## src/rtl/uart_fifo_bridge_pkg.sv

```systemverilog
// Shared constants and types for the UART FIFO bridge.
// Package name is uart_bridge_pkg; it is imported by the interface users and the top.
package uart_bridge_pkg;

  // Default register window
  localparam logic [31:0] DATA_ADDR_DEF   = 32'h1001_0000;
  localparam logic [31:0] STATUS_ADDR_DEF = 32'h1001_0005;
  localparam logic [31:0] BAUD_ADDR_DEF   = 32'h1001_0100;
  localparam logic [31:0] IE_ADDR         = 32'h1001_0004;
  localparam logic [15:0] BAUD_RESET_DEF  = 16'h0003;

  // STATUS register bit positions
  localparam int ST_RX_NOT_EMPTY = 0;
  localparam int ST_RX_FULL      = 1;
  localparam int ST_TX_EMPTY     = 2;
  localparam int ST_TX_FULL      = 3;
  localparam int ST_RX_OVF       = 4;
  localparam int ST_TX_OVF       = 5;
  localparam int ST_TX_BUSY      = 6;

  // Cycles to wait for the Uart to raise busy after a launch
  localparam int START_TIMEOUT = 4;

  typedef enum logic [1:0] {IDLE, LAUNCH, WAIT_START, WAIT_DONE} tx_state_t;

endpackage

```

## src/rtl/uart_fifo_bridge_if.sv

```systemverilog
// Core-bus and Uart-side signals of the bridge.
// slave = bridge view, master = core/Uart (testbench) view.
interface uart_fifo_bridge_if;
  logic [31:0] address;
  logic [31:0] write_data;
  logic        write_enable;
  logic        read_enable;
  logic [31:0] read_data;
  logic        hit;
  logic [7:0]  uart_data;
  logic        uart_write_enable;
  logic        uart_busy;
  logic [7:0]  uart_rx_data;
  logic        uart_out_valid;
  logic        uart_negate_read_ready;
  logic [15:0] baud_max;
  logic        irq;

  modport slave (
    input  address, write_data, write_enable, read_enable,
           uart_busy, uart_rx_data, uart_out_valid,
    output read_data, hit, uart_data, uart_write_enable,
           uart_negate_read_ready, baud_max, irq
  );

  modport master (
    output address, write_data, write_enable, read_enable,
           uart_busy, uart_rx_data, uart_out_valid,
    input  read_data, hit, uart_data, uart_write_enable,
           uart_negate_read_ready, baud_max, irq
  );
endinterface

```

## src/rtl/uart_fifo_bridge_sync_fifo.sv

```systemverilog
// Synchronous FIFO with extra-MSB pointers; push while full succeeds only
// when a real pop happens in the same cycle. Pop on empty is ignored.
module sync_fifo #(
  parameter int WIDTH = 8,
  parameter int DEPTH = 8
) (
  input  logic             clk,
  input  logic             rst,
  input  logic             push,
  input  logic             pop,
  input  logic [WIDTH-1:0] din,
  output logic [WIDTH-1:0] dout,
  output logic             full,
  output logic             empty
);
  localparam int AW = $clog2(DEPTH);
  localparam logic [AW:0] ONE = (AW+1)'(1);

  logic [AW:0]      r_wptr, r_rptr;
  logic [WIDTH-1:0] r_mem [DEPTH];
  logic             w_do_push, w_do_pop;

  assign empty     = (r_wptr == r_rptr);
  assign full      = (r_wptr[AW] != r_rptr[AW]) && (r_wptr[AW-1:0] == r_rptr[AW-1:0]);
  assign w_do_pop  = pop && !empty;
  assign w_do_push = push && (!full || w_do_pop);
  assign dout      = r_mem[r_rptr[AW-1:0]];

  // Pointer update
  always_ff @(posedge clk or negedge rst) begin
    if (!rst) begin
      r_wptr <= '0;
      r_rptr <= '0;
    end else begin
      if (w_do_push) r_wptr <= r_wptr + ONE;
      if (w_do_pop)  r_rptr <= r_rptr + ONE;
    end
  end

  // Storage write
  always_ff @(posedge clk) begin
    if (w_do_push) r_mem[r_wptr[AW-1:0]] <= din;
  end
endmodule

```

## src/rtl/uart_fifo_bridge.sv

```systemverilog
// Memory-mapped front end to the Uart: TX/RX byte FIFOs, STATUS, BAUD.
// Optional interrupt-enable register and irq output under `UART_IRQ_EN.
module uart_fifo_bridge
  import uart_bridge_pkg::*;
#(
  parameter int          DEPTH       = 8,
  parameter logic [31:0] DATA_ADDR   = DATA_ADDR_DEF,
  parameter logic [31:0] STATUS_ADDR = STATUS_ADDR_DEF,
  parameter logic [31:0] BAUD_ADDR   = BAUD_ADDR_DEF,
  parameter logic [15:0] BAUD_RESET  = BAUD_RESET_DEF
) (
  input  logic               clk,
  input  logic               rst,
  uart_fifo_bridge_if.slave  bus
);
  localparam int TO_W = $clog2(START_TIMEOUT + 1);

  tx_state_t       r_state, w_next;
  logic [TO_W-1:0] r_to_cnt;
  logic [7:0]      r_uart_data;
  logic [15:0]     r_baud;
  logic            r_tx_ovf, r_rx_ovf;

  logic       w_sel_data, w_sel_stat, w_sel_baud;
  logic       w_tx_push, w_tx_pop, w_tx_full, w_tx_empty, w_tx_ovf;
  logic       w_rx_push, w_rx_pop, w_rx_full, w_rx_empty, w_rx_ovf;
  logic [7:0] w_tx_dout, w_rx_dout;
  logic       w_launch, w_stat_rd;
  logic [6:0] w_status;
  logic       w_unused_bits;

  assign w_sel_data = (bus.address == DATA_ADDR);
  assign w_sel_stat = (bus.address == STATUS_ADDR);
  assign w_sel_baud = (bus.address == BAUD_ADDR);

  assign w_tx_push = bus.write_enable && w_sel_data;
  assign w_tx_pop  = w_launch;
  assign w_tx_ovf  = w_tx_push && w_tx_full && !w_tx_pop;

  assign w_rx_push = bus.uart_out_valid;
  assign w_rx_pop  = bus.read_enable && w_sel_data && !w_rx_empty;
  assign w_rx_ovf  = w_rx_push && w_rx_full && !w_rx_pop;

  assign w_stat_rd = bus.read_enable && w_sel_stat;
  assign w_unused_bits = ^bus.write_data[31:16];

  sync_fifo #(.WIDTH(8), .DEPTH(DEPTH)) u_tx_fifo (
    .clk(clk), .rst(rst), .push(w_tx_push), .pop(w_tx_pop),
    .din(bus.write_data[7:0]), .dout(w_tx_dout), .full(w_tx_full), .empty(w_tx_empty)
  );

  sync_fifo #(.WIDTH(8), .DEPTH(DEPTH)) u_rx_fifo (
    .clk(clk), .rst(rst), .push(w_rx_push), .pop(w_rx_pop),
    .din(bus.uart_rx_data), .dout(w_rx_dout), .full(w_rx_full), .empty(w_rx_empty)
  );

  // TX FSM state, start-timeout counter and last launched byte
  always_ff @(posedge clk or negedge rst) begin
    if (!rst) begin
      r_state     <= IDLE;
      r_to_cnt    <= '0;
      r_uart_data <= '0;
    end else begin
      r_state  <= w_next;
      r_to_cnt <= (r_state == WAIT_START) ? r_to_cnt + TO_W'(1) : '0;
      if (w_launch) r_uart_data <= w_tx_dout;
    end
  end

  // TX FSM next state and launch strobe
  always_comb begin
    w_next   = r_state;
    w_launch = 1'b0;
    case (r_state)
      IDLE:       if (!w_tx_empty) w_next = LAUNCH;
      LAUNCH: begin
        w_launch = 1'b1;
        w_next   = WAIT_START;
      end
      // Uart missed the launch if busy never shows up; give up on the byte
      WAIT_START: if (bus.uart_busy)                            w_next = WAIT_DONE;
                  else if (r_to_cnt == TO_W'(START_TIMEOUT-1))  w_next = IDLE;
      WAIT_DONE:  if (!bus.uart_busy) w_next = IDLE;
      default:    w_next = IDLE;
    endcase
  end

  // Sticky overflow flags; a new overflow beats a same-cycle STATUS clear
  always_ff @(posedge clk or negedge rst) begin
    if (!rst) begin
      r_tx_ovf <= 1'b0;
      r_rx_ovf <= 1'b0;
    end else begin
      r_tx_ovf <= w_tx_ovf || (r_tx_ovf && !w_stat_rd);
      r_rx_ovf <= w_rx_ovf || (r_rx_ovf && !w_stat_rd);
    end
  end

  // Baud divisor register
  always_ff @(posedge clk or negedge rst) begin
    if (!rst)                               r_baud <= BAUD_RESET;
    else if (bus.write_enable && w_sel_baud) r_baud <= bus.write_data[15:0];
  end

  assign w_status[ST_RX_NOT_EMPTY] = !w_rx_empty;
  assign w_status[ST_RX_FULL]      = w_rx_full;
  assign w_status[ST_TX_EMPTY]     = w_tx_empty;
  assign w_status[ST_TX_FULL]      = w_tx_full;
  assign w_status[ST_RX_OVF]       = r_rx_ovf;
  assign w_status[ST_TX_OVF]       = r_tx_ovf;
  assign w_status[ST_TX_BUSY]      = (r_state != IDLE) || bus.uart_busy;

  assign bus.uart_data              = w_launch ? w_tx_dout : r_uart_data;
  assign bus.uart_write_enable      = w_launch;
  assign bus.uart_negate_read_ready = bus.uart_out_valid && rst;
  assign bus.baud_max               = r_baud;

`ifdef UART_IRQ_EN
  logic       w_sel_ie;
  logic [1:0] r_ie;
  logic       r_irq;

  assign w_sel_ie = (bus.address == IE_ADDR);

  // Interrupt-enable register: bit0 rx not empty, bit1 tx drained
  always_ff @(posedge clk or negedge rst) begin
    if (!rst)                              r_ie <= 2'b00;
    else if (bus.write_enable && w_sel_ie) r_ie <= bus.write_data[1:0];
  end

  // Registered interrupt request
  always_ff @(posedge clk or negedge rst) begin
    if (!rst) r_irq <= 1'b0;
    else      r_irq <= (r_ie[0] && !w_rx_empty) ||
                       (r_ie[1] && w_tx_empty && (r_state == IDLE));
  end

  assign bus.irq = r_irq;
  assign bus.hit = w_sel_data || w_sel_stat || w_sel_baud || w_sel_ie;
`else
  assign bus.irq = 1'b0;
  assign bus.hit = w_sel_data || w_sel_stat || w_sel_baud;
`endif

  // Register read mux, combinational on address
  always_comb begin
    bus.read_data = 32'h0;
    if (w_sel_data)      bus.read_data = {24'h0, (w_rx_empty ? 8'h00 : w_rx_dout)};
    else if (w_sel_stat) bus.read_data = {25'h0, w_status};
    else if (w_sel_baud) bus.read_data = {16'h0, r_baud};
`ifdef UART_IRQ_EN
    else if (w_sel_ie)   bus.read_data = {30'h0, r_ie};
`endif
  end
endmodule

```

## src/flat_wrapper.sv

```systemverilog
// flat-port wrapper written by rule: the top's interface ports become plain ports
module uart_fifo_bridge_flat import uart_bridge_pkg::*;
#(
  parameter int          DEPTH       = 8,
  parameter logic [31:0] DATA_ADDR   = DATA_ADDR_DEF,
  parameter logic [31:0] STATUS_ADDR = STATUS_ADDR_DEF,
  parameter logic [31:0] BAUD_ADDR   = BAUD_ADDR_DEF,
  parameter logic [15:0] BAUD_RESET  = BAUD_RESET_DEF
)
  (clk, rst, bus_address, bus_write_data, bus_write_enable, bus_read_enable, bus_uart_busy, bus_uart_rx_data, bus_uart_out_valid, bus_read_data, bus_hit, bus_uart_data, bus_uart_write_enable, bus_uart_negate_read_ready, bus_baud_max, bus_irq);
  uart_fifo_bridge_if bus_i ();
  input  logic clk;
  input  logic rst;
  input wire logic [$bits(bus_i.address)-1:0] bus_address;
  input wire logic [$bits(bus_i.write_data)-1:0] bus_write_data;
  input wire logic [$bits(bus_i.write_enable)-1:0] bus_write_enable;
  input wire logic [$bits(bus_i.read_enable)-1:0] bus_read_enable;
  input wire logic [$bits(bus_i.uart_busy)-1:0] bus_uart_busy;
  input wire logic [$bits(bus_i.uart_rx_data)-1:0] bus_uart_rx_data;
  input wire logic [$bits(bus_i.uart_out_valid)-1:0] bus_uart_out_valid;
  output wire logic [$bits(bus_i.read_data)-1:0] bus_read_data;
  output wire logic [$bits(bus_i.hit)-1:0] bus_hit;
  output wire logic [$bits(bus_i.uart_data)-1:0] bus_uart_data;
  output wire logic [$bits(bus_i.uart_write_enable)-1:0] bus_uart_write_enable;
  output wire logic [$bits(bus_i.uart_negate_read_ready)-1:0] bus_uart_negate_read_ready;
  output wire logic [$bits(bus_i.baud_max)-1:0] bus_baud_max;
  output wire logic [$bits(bus_i.irq)-1:0] bus_irq;
  assign bus_i.address = bus_address;
  assign bus_i.write_data = bus_write_data;
  assign bus_i.write_enable = bus_write_enable;
  assign bus_i.read_enable = bus_read_enable;
  assign bus_i.uart_busy = bus_uart_busy;
  assign bus_i.uart_rx_data = bus_uart_rx_data;
  assign bus_i.uart_out_valid = bus_uart_out_valid;
  assign bus_read_data = bus_i.read_data;
  assign bus_hit = bus_i.hit;
  assign bus_uart_data = bus_i.uart_data;
  assign bus_uart_write_enable = bus_i.uart_write_enable;
  assign bus_uart_negate_read_ready = bus_i.uart_negate_read_ready;
  assign bus_baud_max = bus_i.baud_max;
  assign bus_irq = bus_i.irq;
  uart_fifo_bridge #(.DEPTH(DEPTH), .DATA_ADDR(DATA_ADDR), .STATUS_ADDR(STATUS_ADDR), .BAUD_ADDR(BAUD_ADDR), .BAUD_RESET(BAUD_RESET)) u_core (.clk(clk), .rst(rst), .bus(bus_i));
endmodule
```

## config.mk

```make
export PLATFORM = sky130hd
export DESIGN_NAME = uart_fifo_bridge_flat
export DESIGN_NICKNAME = d
export VERILOG_FILES = /design/src/rtl/uart_fifo_bridge_pkg.sv /design/src/rtl/uart_fifo_bridge_if.sv /design/src/rtl/uart_fifo_bridge_sync_fifo.sv /design/src/rtl/uart_fifo_bridge.sv /design/src/flat_wrapper.sv
export SDC_FILE = /design/constraint.sdc
export NUM_CORES = 1
export LEC_CHECK = 0
export CAP_MARGIN = 0
export CORE_ASPECT_RATIO = 1.75
export CORE_UTILIZATION = 46
export CTS_CLUSTER_SIZE = 14
export DETAILED_ROUTE_END_ITERATION = 10
export PLACE_DENSITY_LB_ADDON = 0.3
export SLEW_MARGIN = 10
export SYNTH_ARGS = -nofsm -noshare
export SYNTH_HDL_FRONTEND = slang
export SYNTH_HIERARCHICAL = 1
export SYNTH_SLANG_ARGS = --single-unit
export TNS_END_PERCENT = 30
```

## constraint.sdc

```tcl
create_clock -name clk -period 4.7 [get_ports clk]
set_input_delay 1.175 -clock clk [delete_from_list [all_inputs] [get_ports clk]]
set_output_delay 1.175 -clock clk [all_outputs]
set_load 0.01 [all_outputs]
```

== Word-level counts from Yosys, hierarchy flattened ==
Memories as Yosys holds them, arrays and structs flattened.
Cells that the tools add are included.

* Bits of input ports: 78
* Memory bits (writable): 128
* Memories: 2
* Output and inout port bits: 60
* Register bits: 47
* Logic and storage cells: 84

{| class="wikitable"
|+ Memory list
! memory !! depth !! width !! rd ports !! clocked after memory_dff !! write ports !! RTL line !! text
|-
| u_core.u_rx_fifo.r_mem || 8 || 8 || 1 || 0 || 1 || uart_fifo_bridge_sync_fifo.sv:20 || <nowiki>logic [WIDTH-1:0] r_mem [DEPTH];</nowiki>
|-
| u_core.u_tx_fifo.r_mem || 8 || 8 || 1 || 0 || 1 || uart_fifo_bridge_sync_fifo.sv:20 ||
|}

* Reduce and logical (&&, ||, !) cells: 35
* Equal/unequal tests: 16
* Mux-type cells: 16
* Add/sub/neg operators: 5

{| class="wikitable"
|+ Operator list
! operator !! number
|-
| 32-bit by 29-bit == test with 1-bit output (second input constant) || 3
|-
| 32-bit two-way mux || 2
|-
| 1-bit logical AND || 18
|-
| 4-bit by 1-bit adder with 4-bit output (second input constant) || 4
|-
| 16-bit two-way mux || 1
|-
| 8-bit two-way mux || 2
|-
| 4-bit == test || 2
|-
| 2-bit two-way mux || 4
|-
| 2-bit case mux with 4 select lines || 1
|-
| 1-bit zero test || 7
|-
| 1-bit logical OR || 7
|-
| 3-bit == test || 2
|-
| 1-bit two-way mux || 5
|-
| 2-bit == test (second input constant) || 2
|-
| 2-bit inequality test (second input constant) || 2
|-
| 3-bit by 1-bit adder with 3-bit output (second input constant) || 1
|-
| 3-bit by 2-bit == test with 1-bit output (second input constant) || 1
|-
| 3-bit two-way mux || 1
|-
| 3-bit inequality test (second input constant) || 1
|-
| 3-bit AND reduction || 1
|-
| 2-bit by 1-bit == test with 1-bit output (second input constant) || 1
|-
| 2-bit zero test || 1
|-
| 1-bit inequality test || 2
|-
| 2-bit nonzero test || 1
|}

== Longest topological paths before layout ==
* Depth in word-level cells: 8
* Gate-level depth with buffers: 13
* Gate-level depth less buffers: 10

== Hierarchy ==
Netlist, hierarchy kept.

{| class="wikitable"
|+ By module, submodules not included
! module !! sequential area each (µm²) !! area each (µm²) !! cells an instance !! instances
|-
| sync_fifo at u_core.u_tx_fifo || 2122.0 || 3088.0 || 150 || 1
|-
| sync_fifo at u_core.u_rx_fifo || 2122.0 || 2987.9 || 151 || 1
|-
| uart_fifo_bridge || 778.2 || 1841.8 || 170 || 1
|}

== Worst setup path after synthesis ==
Ideal clock, no wire load.

* Path type: input -> register
* From: input bus_address[23]
* To: memory u_core.u_tx_fifo.r_mem[3][0] (enable)
* Library setup time: 398 ps
* Data required time: 4302 ps
* Setup slack: 690 ps
* Arrival time: 3612 ps
* Stages on the path: 6
* Path through: nor4_2 > nand4_2 > or2_2 > nor2_1 > nand2_1 > nor4b_1

* Longest elaborated chain between the ends: 5

{| class="wikitable"
|+ Ends and longest elaborated chain
! element !! RTL line !! text
|-
| start: declaration || flat_wrapper.sv:14 || <nowiki>input wire logic [$bits(bus_i.address)-1:0] bus_address;</nowiki>
|-
| 32-bit by 29-bit == test with 1-bit output || uart_fifo_bridge.sv:32 || <nowiki>assign w_sel_data = (bus.address == DATA_ADDR);</nowiki>
|-
| 1-bit logical AND || uart_fifo_bridge.sv:36 || <nowiki>assign w_tx_push = bus.write_enable && w_sel_data;</nowiki>
|-
| net u_core.w_tx_push || uart_fifo_bridge.sv:25 || <nowiki>logic w_tx_push, w_tx_pop, w_tx_full, w_tx_empty, w_tx_ovf;</nowiki>
|-
| 1-bit logical AND || uart_fifo_bridge_sync_fifo.sv:26 || <nowiki>assign w_do_push = push && (!full || w_do_pop);</nowiki>
|-
| 1-bit two-way mux || uart_fifo_bridge_sync_fifo.sv:42 || <nowiki>if (w_do_push) r_mem[r_wptr[AW-1:0]] <= din;</nowiki>
|-
| 1-bit two-way mux (implied by the code) || uart_fifo_bridge_sync_fifo.sv:42 ||
|-
| end: declaration || uart_fifo_bridge_sync_fifo.sv:20 ||
|}

The timed path passes the listed nets, and every way through them passes these cells.

== Worst setup path after layout ==
* From: input bus_address[0]
* To: output bus_read_data[0]

* Longest elaborated chain between the ends: 4
* Elaborated cells between the ends (all ways): 6

{| class="wikitable"
|+ Ends and longest elaborated chain
! element !! RTL line !! text
|-
| 32-bit by 29-bit == test with 1-bit output || uart_fifo_bridge.sv:34 || <nowiki>assign w_sel_baud = (bus.address == BAUD_ADDR);</nowiki>
|-
| 16-bit two-way mux || uart_fifo_bridge.sv:150 || <nowiki>else if (w_sel_baud) bus.read_data = {16'h0, r_baud};</nowiki>
|-
| 32-bit two-way mux || uart_fifo_bridge.sv:149 || <nowiki>else if (w_sel_stat) bus.read_data = {25'h0, w_status};</nowiki>
|-
| 32-bit two-way mux * || uart_fifo_bridge.sv:148 || <nowiki>if (w_sel_data) bus.read_data = {24'h0, (w_rx_empty ? 8'h00 : w_rx_dout)};</nowiki>
|-
| end: declaration || flat_wrapper.sv:21 || <nowiki>output wire logic [$bits(bus_i.read_data)-1:0] bus_read_data;</nowiki>
|}

Mark *: on every way between the ends. The rest lies on a longest branch, timed or not.

==> results.md <==
* CP Max Fanout at 15
* Switching Fraction at 0.274
* FILL cells at 1320
* Core Area at 0.0169 mm²
* Async SR Flop Fraction at 0.269
* Post-DR wirelength/cell at 19.8 µm
* RSZ-0062 raised after global routing: no
* Area after DPL at 0.00922 mm²
* Pre-Repair DR Iteration Count at 4
* Startpoint types: input port
* Pwr Total at 0.00383 W
* Number of diodes at 0
* Via count at 4524
* Cells after Synth at 471
* Die Y at 176 µm
* Final setup viols at 0
* Max H-tree Level at 4
* Root buffer cell: clkbuf_16
* Synth area leader: edfxtp_1
* GRT overflow at 0
* Post-synth top area share at 0.485
* Die footprint at 0.0178 mm²
* Fmax at 221 MHz
* DRC Markers at 0
* Setup Skew at 0.0127 ns
* Total Nets Final at 684
* Worst skew pair latency at 0.43 ns
* Setup crit end kind: output port
* EDFF count, synth at 128
* Seq. cell area at 0.00502 mm²
* Rows at 63
* CTS buffer count at 17
* Syn. warnings at 6
* Fraction of layout instances using a drive strength above 1 at 0.230
* Largest net degree at the start of global routing at 48
* Die Width at 101 µm
* Worst path cell trace: clkdlybuf4s50_1, nor4_1, nand4_2, nor3_4, buf_12, a22o_1, clkdlybuf4s50_1
* Area occupied by multi-input gates at 0.00261 mm²
* R2R Setup Slk at 1.66 ns
* Clk sinks at 175
* Sequential power share at 0.496
* Worst EP required at 3.52 ns
* PortBufs at 104
* LEAKAGE at 3.55 nW
* Mapped cell area at 0.00792 mm²
* Peak supply drop at 288 µV
* Worst Hold Class: reg -> reg
* Post-route ant nets at 0
* PD cells at 390 mW/mm²
* CTS tree: yes
* Initial antenna violation count at 0
* Drt total wl at 16700 µm
* Slew Viols, Final at 0
* Count leader, synth: edfxtp_1
* Yosys reg bits at 175
* Clock transition at path regs at 0.06 ns
* Minimum clock period at 4.52 ns
* Status: completed
* CP dominant cell by count: clkdlybuf4s50_1
* Vias in the first global route at 4807
* First-pass GRT wire length at 25900 µm
* Fin area at 0.00982 mm²
* Area contributors post-synth: edfxtp_1 (49%), dfrtp_1 (14%), mux4_2 (5.4%), mux4_1 (4.3%), mux2_4 (3.4%)
* Relative slew slack at 0.406
* Slowest-stage cell, CP: clkdlybuf4s50_1
* I/O pin count at 138
* # Max-Cap Violations at 0
* Clock share of power at 0.359
* Total GRT Usage at 0.202
* Hold-fix buffers, CTS at 0
* Crit share post-route at 0.961
* Routability congestion estimate at 0.788
* P&R area growth vs syn at 24.0%
* P_sw at 0.00105 W
* HPWL after DPL at 11900 µm
* Post-layout util at 0.582
* Worst Tran Pin Value at 0.890 ns
* Iter 0 DRT Violations at 210
* Post-CTS sizing at 0
* Initial Util at 0.469
* Clock Tree Buf Depth at 2
* Synth Flop Type: edfxtp_1
* Synth top cells by count: edfxtp_1 (128), dfrtp_1 (45), nand2_1 (44), nor2_1 (20), mux4_2 (19)
* Setup TNS at 0 ns
* Crit path kind: in -> out
* Netlist cell types at 53
* CP arrival at 3.34 ns
* # Post-CTS Setup Buffers at 0
* Hold Vio Cnt, Final at 0
* Int Power at 0.00278 W
* Comb pwr share at 0.145
* Routed vias/inst at 5.39
* Syn_area_per_cell at 16.8 µm²
* Worst path max stage delay at 0.56 ns
* Register area share after synthesis at 0.634
-- placed cells by master (no fill, tap or decap), types with 6 or more instances in the layout --
cell             netlist  layout
xnor2_1               12      12
and2_1                10      10
dfrtp_1               45      45
conb_1                 1      17
mux4_2                19      19
mux2_4                18      18
nor4_1                 7       7
edfxtp_1             128     128
clkdlybuf4s50_1        0     103
nor3_1                10      10
ha_1                   6       6
o31ai_1                7       7
nor2_1                20      20
nand2_1               44      44
clkbuf_16              0      17
buf_4                 18      30
mux4_1                13      13
a22o_1                12      12
mux2_2                16      16
-- through the flow --
step	hold slack (ns)	worst slack, ns	std cells
finish	0.431	0.182	840
floorplan	0.410	0.690	487
detailed placement	0.427	0.188	808
global placement	0.423	0.178	808
global route	0.455	0.0529	840
CTS	0.435	0.166	840
-- cell families (layout without fill, tap and decap cells) --
logic type / after synthesis / count (layout) / synth area share
DFF: 175 / 175 / 0.634
muxes: 68 / 68 / 0.157
other: 1 / 17 / 0.000474
AOI/OAI and AO/OA: 36 / 36 / 0.0401
adders and majority gates: 6 / 6 / 0.00948
xor gates and xnor gates: 18 / 18 / 0.0237
buffers and inverters: 47 / 173 / 0.0438
and+or+nand+nor: 120 / 120 / 0.0912
-- power by group through the flow --
stage / clock network, W / logic, W / registers (W)
final: 0.00138 / 0.000555 / 0.00190
after global placement: 0 / 0.000534 / 0.00192
after floorplan: 0 / 0.000342 / 0.00188
after global routing: 0.00147 / 0.000603 / 0.00191
after detailed placement: 0 / 0.000557 / 0.00193
after CTS: 0.00140 / 0.000562 / 0.00190
-- registers in the layout, summed over array words and instances, names as in the netlist --
register                 cells
u_core/r_uart_data           8
u_core/u_rx_fifo/r_rptr      4
u_core/r_rx_ovf              1
u_core/u_tx_fifo/r_wptr      4
u_core/u_rx_fifo/r_wptr      4
u_core/u_tx_fifo/r_rptr      4
u_core/r_tx_ovf              1
u_core/bus.baud_max         16
u_core/r_state               2
u_core/r_to_cnt              3
u_core/u_tx_fifo/r_mem      64
u_core/u_rx_fifo/r_mem      64
-- critical path: cells and delay by family --
kind            cells  cell delay, ns
compound gates      1            0.18
buf+inv             3            1.20
simple gates        3            0.78
-- cell type report --
class	count	area share
multi-input cells	265	0.266
clock buffers	17	0.0433
inverters	6	0.00229
repair buffers	135	0.130
clock inverters	15	0.0178
well taps	227	0.0289
flip-flops and latches	175	0.511
-- layer usage --
metal,global-route usage,vias to the layer above,share of wire
met5,0,-,0
met4,0.0857,0,0.026
met3,0.0378,35,0.036
met2,0.382,127,0.58
met1,0.213,2306,0.36
li1,-,2056,-
-- path summary, 6_finish.rpt --
path | to | startpoint | cells past startpoint
min | u_core/r_to_cnt[0] | u_core/r_to_cnt[0] | 1
max in group asynchronous | u_core/r_to_cnt[0] | rst | 2
max reg2reg | u_core/u_rx_fifo/r_mem[0][5] | u_core/u_rx_fifo/r_rptr[2] | 12
min in group asynchronous | u_core/u_tx_fifo/r_wptr[0] | rst | 2
min reg2reg | u_core/r_to_cnt[0] | u_core/r_to_cnt[0] | 1
max | bus_read_data[0] | bus_address[0] | 7
(Power assumes the default switching activity.)
==> variant, RTL diff (config.mk and constraints unchanged) <==
Change the package constant `START_TIMEOUT` from 4 to 8.
--- a/src/rtl/uart_fifo_bridge_pkg.sv
+++ b/src/rtl/uart_fifo_bridge_pkg.sv
@@ -21,3 +21,3 @@
   // Cycles to wait for the Uart to raise busy after a launch
-  localparam int START_TIMEOUT = 4;
+  localparam int START_TIMEOUT = 8;
 
Behaviour: not the same (Yosys sat finds a counterexample within 10 cycles, from zero or initial values and one cycle with rst low).
==> variant against the original RTL <==
  * Wire length rose by 4.7%
  * Critical path depth unchanged
  * Utilization is 0.10 points lower
  * First-iteration DRC count is 4.8% lower
  * Register-to-register slack improved by 0.09 ns
  * Final area is 0.18% lower
  * Total power decreased by 0.66%
  * Area after synthesis fell by 0.41%
  * Setup slack worse by 0.069 ns
  * Sequential cell count up 1
  * Largest cell class unchanged
  * Largest power group unchanged
==> variant: results (changes against the original RTL) <==
Result of the run: complete, no violations (unchanged). The power in combinational cells came out at 0.541 mW (was 0.555 mW). The detailed route wirelength on metal3 is 478 um (was 597 um). The setup slack of the most critical reg-to-reg path is 1.75 ns (was 1.66 ns). The final cycle utilization of the critical path came out at 97.6% (was 96.1%). The headroom to the max-slew limit was 55.6% (was 40.6%).

The part of the Yosys area used for sequential elements was 64.0% (was 63.4%). The reg-to-reg startpoint is u_core/u_rx_fifo/r_rptr[0]$_DFFE_PN0P_ (was u_core/u_rx_fifo/r_rptr[2]$_DFFE_PN0P_). The share of flip-flops with an asynchronous set or reset is 27.3% (was 26.9%). The number of nets in the final layout is 692 (was 684). The net switching component of the power is 0.995 mW (was 1.05 mW). The met2 wire length is 10.1 mm (was 9.68 mm).

The arrival time of data at the critical path endpoint is 3.41 ns (was 3.34 ns). The number of vias in the routed layout was 4572 (was 4524). The portion of total power attributed to sequential cells is 50.1% (was 49.6%).

The cell total after placement is 817 (was 808). The maximum clock skew at final layout came out at 0.0169 ns (was 0.0127 ns). Synth top area cells: edfxtp_1, dfrtp_1, mux4_2, mux4_1, mux2_4 (unchanged). The worst slack at placement is 0.0293 ns (was 0.188 ns). The share of post-route cells with drive strength above 1 was 22.8% (was 23.0%). Most instantiated cells after synthesis: edfxtp_1, dfrtp_1, nand2_1 (unchanged). The worst flop-to-flop path endpoint is u_core/u_rx_fifo/r_mem[0][3]$_DFFE_PP_ (was u_core/u_rx_fifo/r_mem[0][5]$_DFFE_PP_). The switching power share of the total is 26.1% (was 27.4%). The half-perimeter wire length after detailed placement was 12.5 mm (was 11.9 mm). The cell with the largest stage delay on the worst path is clkdlybuf4s50_1 (unchanged).

The count of routing violations after the opening detailed-route iteration is 200 (was 210). The maximum fanout encountered on the critical timing path came to 9 (was 15). The wire length of the first global-routing pass is 26.8 mm (was 25.9 mm). The final estimated routing congestion in global placement came out at 0.804 (was 0.788). The multiplexer share of the synthesized area is 15.8% (was 15.7%). The adder-cell area share of the yosys netlist came to 0.793% (was 0.948%). The mean area per synthesized cell is 16.5 um^2 (was 16.8 um^2). The uppermost layer routed is met4 (unchanged).

The pin count of the biggest net entering global routing was 49 (was 48). The sum of routed wire segments on met1 is 6.47 mm (was 5.94 mm). The post-synthesis cell type count came out at 55 (was 53). The post-synthesis compound-gate area fraction is 3.97% (was 4.01%). The aggregate global-route resource usage was 20.9% (was 20.2%). The average wire length per cell after detail routing was 20.5 um (was 19.8 um). The final-layout worst hold slack is 0.468 ns (was 0.431 ns). The end point of the critical path is bus_read_data[6] (was bus_read_data[0]). The leakage power total came out at 3.53 nW (was 3.55 nW). The highest ir drop seen on vdd is 239 uV (was 288 uV). The xor/xnor share of the synthesized area was 2.60% (was 2.37%).
## variant: metal layers
metal | global-route usage, % | up-vias
met3 | 2.80 | 27
met2 | 39.0 | 107
met1 | 23.1 | 2355
li1 | - | 2083
met4 | 9.06 | 0
met5 | 0 | -
## variant: final cells by class
class / count / area [um^2]
sequential: 176 / 5050
timing repair buffer: 139 / 1320
multi-input combinational: 269 / 2570
fill: 1353 / 7070
clock buffer: 19 / 433
inverter: 6 / 22.5
tap: 227 / 284
clock inverter: 13 / 128
## variant: through the flow
step           TNS, ns  area, um^2
2_1_floorplan        0        7950
6_report             0        9800
4_1_cts              0        9780
3_3_place_gp         0        9220
3_5_place_dp         0        9220
5_1_grt        -0.0365        9800
## variant: worst register-to-register path: cells and delay by family (launching register included)
kind | cells | cell delay (ns)
buffers and inverters | 4 | 0.86
DFF | 1 | 0.39
and+or+nand+nor | 7 | 1.27
xor gates and xnor gates | 1 | 0.15
